### config.mk
export PLATFORM = sky130hd
export DESIGN_NAME = code_lock_ctrl
export DESIGN_NICKNAME = d
export VERILOG_FILES = /design/src/rtl/lock_pkg.sv /design/src/rtl/lock_timer.sv /design/src/rtl/code_lock_ctrl.sv
export SDC_FILE = /design/constraint.sdc
export NUM_CORES = 1
export LEC_CHECK = 0
export CAP_MARGIN = 20
export CORE_ASPECT_RATIO = 0.75
export CORE_UTILIZATION = 26
export DETAILED_ROUTE_END_ITERATION = 10
export PLACE_DENSITY = 0.49
export SKIP_LAST_GASP = 1
export SYNTH_ARGS = -nofsm -noshare
export SYNTH_HDL_FRONTEND = slang
export SYNTH_SLANG_ARGS = --single-unit
### constraint.sdc
create_clock -name hwclk -period 6.4 [get_ports hwclk]
set_input_delay 1.28 -clock hwclk [delete_from_list [all_inputs] [get_ports hwclk]]
set_output_delay 1.28 -clock hwclk [all_outputs]
set_load 0.01 [all_outputs]
### src/rtl/lock_pkg.sv
// Shared definitions for the code-lock controller: state encoding, key classes and key constants.
// The PROG state exists only when LOCK_REPROGRAM_EN is defined.
package lock_pkg;

   localparam int LOCK_KEY_W = 4;

   localparam logic [LOCK_KEY_W-1:0] CLR_KEY = 4'hA;
   localparam logic [LOCK_KEY_W-1:0] ENT_KEY = 4'hB;

   typedef enum logic [2:0] {
      ST_ENTRY,
      ST_CHECK,
      ST_OPEN,
      ST_LOCKOUT
`ifdef LOCK_REPROGRAM_EN
      , ST_PROG
`endif
   } lock_state_t;

   typedef enum logic [1:0] {
      KEY_NONE,
      KEY_DIGIT,
      KEY_CLR,
      KEY_ENT
   } key_class_t;

endpackage

### src/rtl/lock_timer.sv
// Loadable down-counter; 'expired' is high while enabled and the count has reached zero.
// Serves as the OPEN/LOCKOUT duration timer and as the lockout blink divider.
module lock_timer #(
   parameter int WIDTH = 8
) (
   input  logic             hwclk,
   input  logic             rst_n,
   input  logic             load,
   input  logic [WIDTH-1:0] load_val,
   input  logic             en,
   output logic             expired
);

   logic [WIDTH-1:0] count;

   // NOTE: sequential state is written only with non-blocking assignments.
   always_ff @(posedge hwclk or negedge rst_n) begin
      if (!rst_n) begin
         count <= '0;
      end else if (load) begin
         count <= load_val;
      end else if (en && (count != '0)) begin
         count <= count - 1'b1;
      end
   end

   assign expired = en && (count == '0);

endmodule

### src/rtl/code_lock_ctrl.sv
// Digital-lock controller: collects a CODE_LEN-digit entry, checks it on ENTER, counts failures,
// enforces a timed lockout with a blinking LED. Define LOCK_REPROGRAM_EN to allow code changes from OPEN.
module code_lock_ctrl
   import lock_pkg::*;
#(
   parameter int                         CODE_LEN     = 4,
   parameter int                         KEY_W        = LOCK_KEY_W,
   parameter int                         MAX_TRIES    = 3,
   parameter int                         UNLOCK_CYC   = 60_000_000,
   parameter int                         LOCKOUT_CYC  = 120_000_000,
   parameter int                         BLINK_HALF   = 6_000_000,
   parameter logic [CODE_LEN*KEY_W-1:0]  DEFAULT_CODE = {4'd1, 4'd2, 4'd3, 4'd4}
) (
   input  logic                           hwclk,
   input  logic                           rst_n,
   input  logic                           key_valid,
   input  logic [KEY_W-1:0]               key_code,
   output logic                           unlocked,
   output logic                           lockout,
   output logic                           fail_pulse,
   output logic [$clog2(CODE_LEN+1)-1:0]  digit_cnt,
   output logic [$clog2(MAX_TRIES+1)-1:0] tries_left,
   output logic                           blink_led
);

   localparam int BUF_W   = CODE_LEN * KEY_W;
   localparam int CNT_W   = $clog2(CODE_LEN + 1);
   localparam int TRY_W   = $clog2(MAX_TRIES + 1);
   localparam int DUR_MAX = (UNLOCK_CYC > LOCKOUT_CYC) ? UNLOCK_CYC : LOCKOUT_CYC;
   localparam int DUR_W   = $clog2(DUR_MAX + 1);
   localparam int BLK_W   = $clog2(BLINK_HALF + 1);

   lock_state_t      state;
   key_class_t       key_class;
   logic [BUF_W-1:0] entry_buf;
   logic [BUF_W-1:0] buf_shifted;
   logic [BUF_W-1:0] code;
   logic             overflow;
   logic             buf_full;
   logic             match;
   logic             collecting;

   logic             dur_load;
   logic             dur_en;
   logic             dur_exp;
   logic [DUR_W-1:0] dur_val;
   logic             blk_load;
   logic             blk_en;
   logic             blk_exp;

   // NOTE: every always_comb output gets a default first so no latch is inferred.
   always_comb begin
      key_class = KEY_NONE;
      if (key_valid) begin
         if (key_code == KEY_W'(CLR_KEY)) begin
            key_class = KEY_CLR;
         end else if (key_code == KEY_W'(ENT_KEY)) begin
            key_class = KEY_ENT;
         end else begin
            key_class = KEY_DIGIT;
         end
      end
   end

   // New digits enter at the low end, so the first digit typed ends up in the MSBs.
   assign buf_shifted = (entry_buf << KEY_W) | BUF_W'(key_code);
   assign buf_full    = (digit_cnt == CNT_W'(CODE_LEN));
   assign match       = buf_full && !overflow && (entry_buf == code);

`ifdef LOCK_REPROGRAM_EN
   assign collecting = (state == ST_ENTRY) || (state == ST_PROG);
`else
   assign collecting = (state == ST_ENTRY);
   assign code       = DEFAULT_CODE;
`endif

   // Both timers are armed in the CHECK cycle, whichever way the check goes.
   assign dur_load = (state == ST_CHECK);
   assign dur_val  = match ? DUR_W'(UNLOCK_CYC - 1) : DUR_W'(LOCKOUT_CYC - 1);
   assign dur_en   = (state == ST_OPEN) || (state == ST_LOCKOUT);
   assign blk_en   = (state == ST_LOCKOUT);
   assign blk_load = (state == ST_CHECK) || blk_exp;

   lock_timer #(.WIDTH(DUR_W)) u_dur_timer (
      .hwclk    (hwclk),
      .rst_n    (rst_n),
      .load     (dur_load),
      .load_val (dur_val),
      .en       (dur_en),
      .expired  (dur_exp)
   );

   lock_timer #(.WIDTH(BLK_W)) u_blink_timer (
      .hwclk    (hwclk),
      .rst_n    (rst_n),
      .load     (blk_load),
      .load_val (BLK_W'(BLINK_HALF - 1)),
      .en       (blk_en),
      .expired  (blk_exp)
   );

   always_ff @(posedge hwclk or negedge rst_n) begin
      if (!rst_n) begin
         state      <= ST_ENTRY;
         entry_buf  <= '0;
         digit_cnt  <= '0;
         overflow   <= 1'b0;
         tries_left <= TRY_W'(MAX_TRIES);
         unlocked   <= 1'b0;
         lockout    <= 1'b0;
         fail_pulse <= 1'b0;
         blink_led  <= 1'b0;
`ifdef LOCK_REPROGRAM_EN
         // NOTE: the stored code is reset too, so a reset always restores DEFAULT_CODE.
         code       <= DEFAULT_CODE;
`endif
      end else begin
         fail_pulse <= 1'b0;

         // Digit collection is identical in ENTRY and PROG; extra digits only mark overflow.
         if (collecting && (key_class == KEY_DIGIT)) begin
            if (buf_full) begin
               overflow <= 1'b1;
            end else begin
               entry_buf <= buf_shifted;
               digit_cnt <= digit_cnt + 1'b1;
            end
         end

         case (state)
            ST_ENTRY: begin
               if (key_class == KEY_CLR) begin
                  digit_cnt <= '0;
                  overflow  <= 1'b0;
               end else if (key_class == KEY_ENT) begin
                  state <= ST_CHECK;
               end
            end

            ST_CHECK: begin
               entry_buf <= '0;
               digit_cnt <= '0;
               overflow  <= 1'b0;
               if (match) begin
                  state      <= ST_OPEN;
                  unlocked   <= 1'b1;
                  tries_left <= TRY_W'(MAX_TRIES);
               end else begin
                  fail_pulse <= 1'b1;
                  tries_left <= tries_left - 1'b1;
                  if (tries_left == TRY_W'(1)) begin
                     state     <= ST_LOCKOUT;
                     lockout   <= 1'b1;
                     blink_led <= 1'b1;
                  end else begin
                     state <= ST_ENTRY;
                  end
               end
            end

            ST_OPEN: begin
               // Expiry and ENT together still give a single relock.
               if (dur_exp || (key_class == KEY_ENT)) begin
                  state    <= ST_ENTRY;
                  unlocked <= 1'b0;
               end
`ifdef LOCK_REPROGRAM_EN
               else if (key_class == KEY_CLR) begin
                  state <= ST_PROG;
               end
`endif
            end

            ST_LOCKOUT: begin
               if (dur_exp) begin
                  state      <= ST_ENTRY;
                  lockout    <= 1'b0;
                  blink_led  <= 1'b0;
                  tries_left <= TRY_W'(MAX_TRIES);
               end else if (blk_exp) begin
                  blink_led <= ~blink_led;
               end
            end

`ifdef LOCK_REPROGRAM_EN
            ST_PROG: begin
               if ((key_class == KEY_CLR) || (key_class == KEY_ENT)) begin
                  if ((key_class == KEY_ENT) && buf_full && !overflow) begin
                     code <= entry_buf;
                  end
                  state     <= ST_ENTRY;
                  unlocked  <= 1'b0;
                  entry_buf <= '0;
                  digit_cnt <= '0;
                  overflow  <= 1'b0;
               end
            end
`endif

            default: state <= ST_ENTRY;
         endcase
      end
   end

endmodule

; ---- After elaboration in Yosys (flattened, before gate mapping)
; Index checks and enable logic that the tools add are counted.
[totals]
regBits = 79
latchBits = 0
mem_bits_rw = 0
rom_bits = 0
input_bits = 7
out_inout_bits = 9
mem_count = 0
[classes]
add_sub_neg = 4
multipliers = 0
div = 0
order_cmp = 0
n_eq_ne = 20
n_shift = 0
n_mux = 41
bitwise_logic = 2
reduce_logical = 27
[op_table]
columns = cell, count
row1 = $mux W27, 3
row2 = $mux W16, 3
row3 = $mux W23, 2
row4 = $logic_not A27 Y1, 1
row5 = $reduce_bool A27 Y1, 1
row6 = $sub A27 B1 Y27 const B, 1
row7 = $logic_not A23 Y1, 1
row8 = $reduce_bool A23 Y1, 1
row9 = $sub A23 B1 Y23 const B, 1
row10 = $mux W3, 7
row11 = $eq A16 B13 Y1 const B, 1
row12 = $or A16 B4 Y16, 1
row13 = $mux W2, 7
row14 = $mux W1, 12
row15 = $pmux W3 S4, 1
row16 = $reduce_and A4 Y1, 3
row17 = $reduce_bool A2 Y1, 5
row18 = $eq A4 B4 Y1 const B, 2
row19 = $ne A2 B1 Y1 const B, 4
row20 = $ne A2 B2 Y1 const B, 4
row21 = $pmux W1 S2, 4
row22 = $logic_and A1 B1 Y1, 7
row23 = $eq A3 B2 Y1 const B, 2
row24 = $pmux W3 S2, 1
row25 = 14 further kinds, 19

; ---- Logic depth before layout (Yosys ltp)
; Gate-level depths: netlist of the first run.
[depth]
ltp_word = 9
ltp_mapped = 9
ltp_nobuf = 7

; ---- By module
; From an unflattened synthesis of the first run, not the netlist that was laid out.
[unflattened]
cells_unflattened = 485
area_unflattened_um2 = 4564.4
[by_module_without_submodules]
columns = mod, n_inst, cells_each, area_each_um2
row1 = lock_timer (u_dur_timer), 1, 202, 1793.0
row2 = lock_timer (u_blink_timer), 1, 157, 1442.6
row3 = code_lock_ctrl, 1, 126, 1328.8

; ---- Worst setup path after synthesis of the first run
; OpenSTA, ideal clock, no wires.
[synth_path]
kind = in2reg
from = in key_code[1]
to = reg entry_buf[2]
arrival_ps = 2312
required_time_ps = 6317
slack_ps = 4005
stages = 6
n_path_buf = 1
cell_sequence = inv_1 -> o311a_1 -> nand2_1 -> clkbuf_1 -> nand3_1 -> o21ai_0
[synth_between]
elab_chain_cells = 8
word_cells_on_any_way = 9
cone_classes = eq/ne: 3 / mux: 3 / reduce/logical: 3
[synth_rtl]
columns = element, line
row1 = "start, declared", code_lock_ctrl.sv:17  ; input logic [KEY_W-1:0] key_code,
row2 = $eq A4 B4 Y1, code_lock_ctrl.sv:57  ; end else if (key_code == KEY_W'(ENT_KEY)) begin
row3 = $mux W2, code_lock_ctrl.sv:57
row4 = $mux W2 (*), code_lock_ctrl.sv:55  ; if (key_code == KEY_W'(CLR_KEY)) begin
row5 = $mux W2 (*), code_lock_ctrl.sv:54  ; if (key_valid) begin
row6 = $eq A2 B1 Y1 (*), code_lock_ctrl.sv:121  ; if (collecting && (key_class == KEY_DIGIT)) begin
row7 = $logic_and A1 B1 Y1 (*), code_lock_ctrl.sv:121
row8 = $reduce_bool A2 Y1 (no source line) (*), n/a
row9 = $reduce_and A2 Y1 (no source line) (*), n/a
row10 = "end signal, assigned", code_lock_ctrl.sv:125  ; entry_buf <= buf_shifted;
row11 = "end, declared", code_lock_ctrl.sv:35  ; logic [BUF_W-1:0] entry_buf;
; Every way passes the cells marked *; elsewhere a longest branch is shown, timed or not.
; A chain may end at the register's enable or synchronous reset.

; ---- Final worst setup path of the first run
[layout_path]
from = in key_code[1]
to = reg entry_buf[8]
; Same word-level chain as after synthesis.

==> results of run 1 <==
[final timing paths]
check,from,endpoint,slack [ns]
setup / recovery,key_code[1],entry_buf[8],3.40
hold / removal,entry_buf[12],entry_buf[12],0.49
max in group asynchronous,rst_n,tries_left[1],4.95
min in group asynchronous,rst_n,u_blink_timer.count[4],0.83
setup reg to reg,state[0],u_blink_timer.count[17],3.68
hold reg to reg,entry_buf[12],entry_buf[12],0.49
[area by class of cell]
type	instances	share of cell area, %
clock buffer	11	5.36
clock inverter	3	0.497
inverter	27	2.24
multi-input combinational	284	39.2
sequential	78	43.1
tap	200	5.52
timing repair buffer	17	4.03
[worst reg2reg max path: stages (launching register included)]
cell      delay, ns
dfrtp_1        0.72
nor4b_1        0.70
nor4b_2        0.68
nand2_1        0.20
o21ai_0        0.20
nand3b_1       0.09
[registers in the layout, summed over array words and instances, names as in the netlist]
name,flops
lockout,1
fail_pulse,1
digit_cnt,3
u_dur_timer.count,27
blink_led,1
tries_left,2
entry_buf,16
state,2
u_blink_timer.count,23
unlocked,1
overflow,1
[where the power goes]
group          total [W]  switching, W  internal [W]
Combinational   0.000333      0.000179      0.000154
Clock           0.000466      0.000197      0.000270
Sequential      0.000732      0.000118      0.000614
[through the flow]
stage | hold slack (ns) | setup slack (ns) | power [W] | cell area, um^2
3_5_place_dp | 0.485 | 3.05 | 0.00108 | 4240
2_1_floorplan | 0.460 | 4.00 | 0.000947 | 3930
3_3_place_gp | 0.483 | 3.13 | 0.00106 | 4240
5_1_grt | 0.540 | 3.25 | 0.00164 | 4530
4_1_cts | 0.499 | 3.41 | 0.00155 | 4500
6_report | 0.495 | 3.40 | 0.00153 | 4530
[logic make-up (layout without fill, tap and decap cells)]
| family | count (synthesis) | in the layout |
|---|---|---|
| fa+ha+maj | 5 | 5 |
| mux | 3 | 3 |
| flops | 78 | 78 |
| buf+inv | 46 | 58 |
| compound gates | 83 | 83 |
| xor+xnor | 23 | 23 |
| simple gates | 170 | 170 |
[metal layers]
| metal | GRT usage, % | part of all wire (%) |
|---|---|---|
| met4 | 4.48 | 1.1 |
| met5 | 0 | 0 |
| met2 | 18.7 | 44 |
| met3 | 3.23 | 3.6 |
| met1 | 17.0 | 51 |
[synthesized netlist by cell type (5+ instances only)]
master and instances:
inv_1 27, a31oi_1 7, o21ai_0 33, dfrtp_1 76, o31ai_1 5, or3_1 9
nand2_1 27, xor2_1 15, nor2_1 35, clkbuf_1 12, nor4_1 9, a21oi_1 8
or4_1 9, xnor2_1 8, a211oi_1 5, nand4_1 5, o211ai_1 8, ha_1 5
nor3_1 10, nand3_1 31
==> metrics, run 1 <==
root buffer cell=clkbuf_16; Yosys cell types=56; share of layout cells above drive strength 1=6.43%; gpl congestion=around 0.76; Syn Nets=420; commonest non-fill, non-tap cell in the layout=dfrtp_1; Yosys top cell by area=dfrtp_1; relative slew slack=around 27%; ranking of synthesized cells by area=dfrtp_1 (48%), o21ai_0 (4.2%), nand3_1 (4.0%), nor2_1 (3.3%), xor2_1 (3.3%); row cnt=38; Synth Cell Area=approximately 3900 um^2; post-synthesis simple-gate area fraction=a little under a quarter; area of the multi-input gates=between 1500 and 2000 um^2; RSZ-0062 raised after global routing=false; Data required, critical path=approximately 6.6 ns; largest fanout on the critical path=33; Final HPWL DP=just under 6 mm; slowest stage delay, CP=about 0.69 ns; vias in the first global route=approximately 2900; Ant. Diodes=0; number of synthesized flops with an enable pin=0; outcome=completed; Post-CTS Setup Inserts=0; register bit total from synthesis=78; Mapped Cells=roughly 410; Post-Synth Adder-Cell Area=between 1.5 and 2%; Final min period=3.00 ns; Final ANT Viol Nets=0; final hold violations=0; Final Core Density=31.0%; Worst Hold Class=reg2reg; Pre-antenna DRT Iters=4; critical path depth=6; Layout area overhead=15.4%; Synth top area share=approximately 48%; Max Buffers Root-to-Sink=2; clk_lat worst skew=0.33 ns; register area=1950 um^2; Syn. warnings=0; GRT Util Overall=between 10% and 20%; Worst-Margin Slew=1.09 ns; cts repair resizes=0; commonest register cell after synthesis=dfrtp_1; Die Y=108 um; die area=about 16000 um^2; via count=approximately 3000; register area share after synthesis=roughly 50%; mux contribution to synthesized area=0.765%; slowest CP cell=nand2_1; largest net degree at the start of global routing=79; gr ovfl total=0; Max Slew Vio Count=0; PortBufs=15; startpoint types=input pin; CTS Sinks=78; CP Buf/Inv Count=2; Synth Area in Compound Gates=approximately 14%; DRC Markers=0; Final Skew=~0.0045 ns; Peak supply drop=around 0.14 mV; setup TNS=0 ns; max-cap viol count=0; initial antenna violation count=0; fmax=approximately 0.33 GHz; crit path DAT=3.22 ns; Vias/cell=between 4 and 5; TritonCTS Buffers=9; Mean Syn Cell Area=9.62 um^2; Die X=around 140 um; Synth async-reset ratio=100%; DR iter-0 viols=169; largest family of logic cells by synthesized area=simple AND/OR/NAND/NOR gates; Critical Path Sink Type=flip-flop; Finished Layout Cells=a little over 600; Final #Nets=429; CORE AREA=about 15000 um^2; first-pass GRT wire length=14.8 mm; Hold Buf Count CTS=0; total leakage power=1.69 nW; Hold Path Stages=2; Initial Utilization=26.9%; Crit Path Category=in2reg; reg2reg path depth=5; cell family with most CP delay=simple AND/OR/NAND/NOR gates; CP cell instances=clkdlybuf4s50_1 > inv_1 > o311a_1 > nand2_1 > nand3_1 > o21ai_0; Worst-path clk slew=approximately 0.060 ns; H-tree Lvls=3; TritonCTS clock tree=built; Post-Synth XOR/XNOR Area=around 5%; Filler cells=1505; I/O pins=16; Post-Place Cells=a little over 600; routed length per instance=14.2 um; PwrDens=between 300 and 400 nW/um^2; Tcrit/Tclk final=a little under half; # setup viols final=0; commonest cells after routing, fill and taps aside=dfrtp_1 (76), nor2_1 (35), o21ai_0 (33), nand3_1 (31); routed wire length=8.83 mm
(Power assumes the default switching activity.)
==> run 2, diff against run 1 <==
==> constraint.sdc (replaced) <==
create_clock -name hwclk -period 2.91 [get_ports hwclk]
set_input_delay 0.582 -clock hwclk [delete_from_list [all_inputs] [get_ports hwclk]]
set_output_delay 0.582 -clock hwclk [all_outputs]
set_load 0.01 [all_outputs]
==> metrics, run 2 (synthesis results as in run 1) <==
Comb power frac=21.4%; GRT Util Overall=between 10% and 20%; Most flops, register=u_dur_timer.count; Pre-antenna DRT Iters=4; TritonCTS Buffers=9; Max Buffers Root-to-Sink=2; fmax=between 0.4 and 0.5 GHz; Max Slew Vio Count=0; Ant. Diodes=0; clk_lat worst skew=around 0.34 ns; Post-CTS Setup Inserts=0; Vias/cell=4.85; CP cell instances=or4_4 > or3_1 > o21a_4 > a311oi_1 > nor3b_1; Crit Path Category=reg2reg; Die Y=about 110 um; relative slew slack=between 40% and 50%; worst r2r dst=u_dur_timer.count[20]; reg2reg path depth=5; PortBufs=15; root buffer cell=clkbuf_16; Reg power frac=between 40% and 50%; Clk pwr share=between 30 and 40%; pre-CTS WS=around 0.52 ns; setup TNS=0 ns; worst setup margin=around 0.51 ns; Critical Path Sink Type=flip-flop; startpoint types=flip-flop; crit path DAT=around 2.6 ns; PwrDens=about 770 nW/um^2; DR iter-0 viols=between 100 and 150; CTS Sinks=slightly below 80; switching pwr=about 0.0011 W; H-tree Lvls=3; slowest stage delay, CP=~0.57 ns; Final min period=2.40 ns; commonest cells after routing, fill and taps aside=dfrtp_1 (76), nor2_1 (35), o21ai_0 (33), nand3_1 (31); slowest CP cell=or4_4; row cnt=38; Final ANT Viol Nets=0; Finished Layout Cells=approximately 630; Final Core Density=a little under a third; Final HPWL DP=between 6 and 7 mm; Worst-Margin Slew=between 0.7 and 0.8 ns; gpl congestion=roughly 0.75; Die X=about 140 um; hold_ws=0.210 ns; I/O pins=16; Data required, critical path=about 3.1 ns; max reg flops=27; RSZ-0062 raised after global routing=false; Worst Setup SP=u_dur_timer.count[14]; final hold violations=0; gr ovfl total=0; Final #Nets=~440; die area=between 15000 and 20000 um^2; Sw Share=a little over 30%; Final Skew=0.00555 ns; first-pass GRT wire length=between 15 and 20 mm; total leakage power=1.77 nW; Post-Place Cells=615; largest fanout on the critical path=14; Hold Buf Count CTS=0; RR Startpoint=u_dur_timer.count[14]; P_int=0.00249 W; routed wire length=approximately 9 mm; routed length per instance=14.2 um; Peak supply drop=0.292 mV; vias in the first global route=around 3000; Initial Utilization=26.9%; max-cap viol count=0; # setup viols final=0; Tcrit/Tclk final=between 80 and 90%; Worst-path clk slew=about 0.06 ns; Reg2Reg Setup Slack=0.51 ns; largest net degree at the start of global routing=44; DRC Markers=0; share of layout cells above drive strength 1=8.62%; TritonCTS clock tree=built; Layout area overhead=18.7%; Worst Hold Class=in2async; commonest non-fill, non-tap cell in the layout=dfrtp_1; CORE AREA=roughly 15000 um^2; cts repair resizes=0; initial antenna violation count=0; outcome=completed; via count=approximately 3100; end point of the critical path=u_dur_timer.count[20]; biggest regs=u_dur_timer.count (27), u_blink_timer.count (23), entry_buf (16)
## run 2: cell types whose count changed in the layout (fill, tap and decap cells not counted), sizes merged
cell    before  now
clkinv       3    1
buf          3   12
bufinv       0    2
## run 2: worst max-delay path: cells and delay by family, from the launching register on
kind | cells | cell delay, ns
simple gates | 3 | 1.22
compound gates | 2 | 0.63
flops | 1 | 0.40
## run 2: power groups by stage
stage	sequential (W)	clock, W	combinational (W)
2_1_floorplan	0.00155	0	0.000527
3_3_place_gp	0.00160	0	0.000755
3_5_place_dp	0.00161	0	0.000774
4_1_cts	0.00159	0.00127	0.000776
5_1_grt	0.00163	0.00130	0.000882
6_report	0.00159	0.00123	0.000766
## run 2: cell type report
class	count	area, um^2
Multi-Input combinational cell	284	1780
Fill cell	1514	9940
Tap cell	200	250
Clock inverter	3	68.8
Timing Repair Buffer	26	255
Inverter	27	101
Sequential cell	78	1950
Clock buffer	11	253
## run 2: worst min path at each step
stage	startpoint	end	slack, ns	cells past startpoint
final	rst_n	entry_buf[5]	0.21	1
after global routing	rst_n	entry_buf[5]	0.25	1
after CTS	rst_n	entry_buf[5]	0.23	1
after detailed placement	entry_buf[12]	entry_buf[12]	0.49	2
after global placement	entry_buf[12]	entry_buf[12]	0.49	2
after floorplan	rst_n	blink_led	0.29	0
## run 2: routing by layer
metal | wire length (um) | share of wire [%] | vias to the layer above | global-route usage, %
li1 | - | - | 1510 | -
met1 | 4750 | 53 | 1503 | 18.0
met2 | 3860 | 43 | 30 | 18.9
met3 | 242 | 2.7 | 9 | 3.50
met4 | 110 | 1.2 | 0 | 4.18
met5 | 0 | 0 | - | 0
## run 2: stage by stage
step | power (W) | instance area, um^2
after floorplan | 0.00208 | 3930
after global placement | 0.00236 | 4340
final | 0.00358 | 4660
after global routing | 0.00382 | 4660
after detailed placement | 0.00238 | 4340
after CTS | 0.00363 | 4660
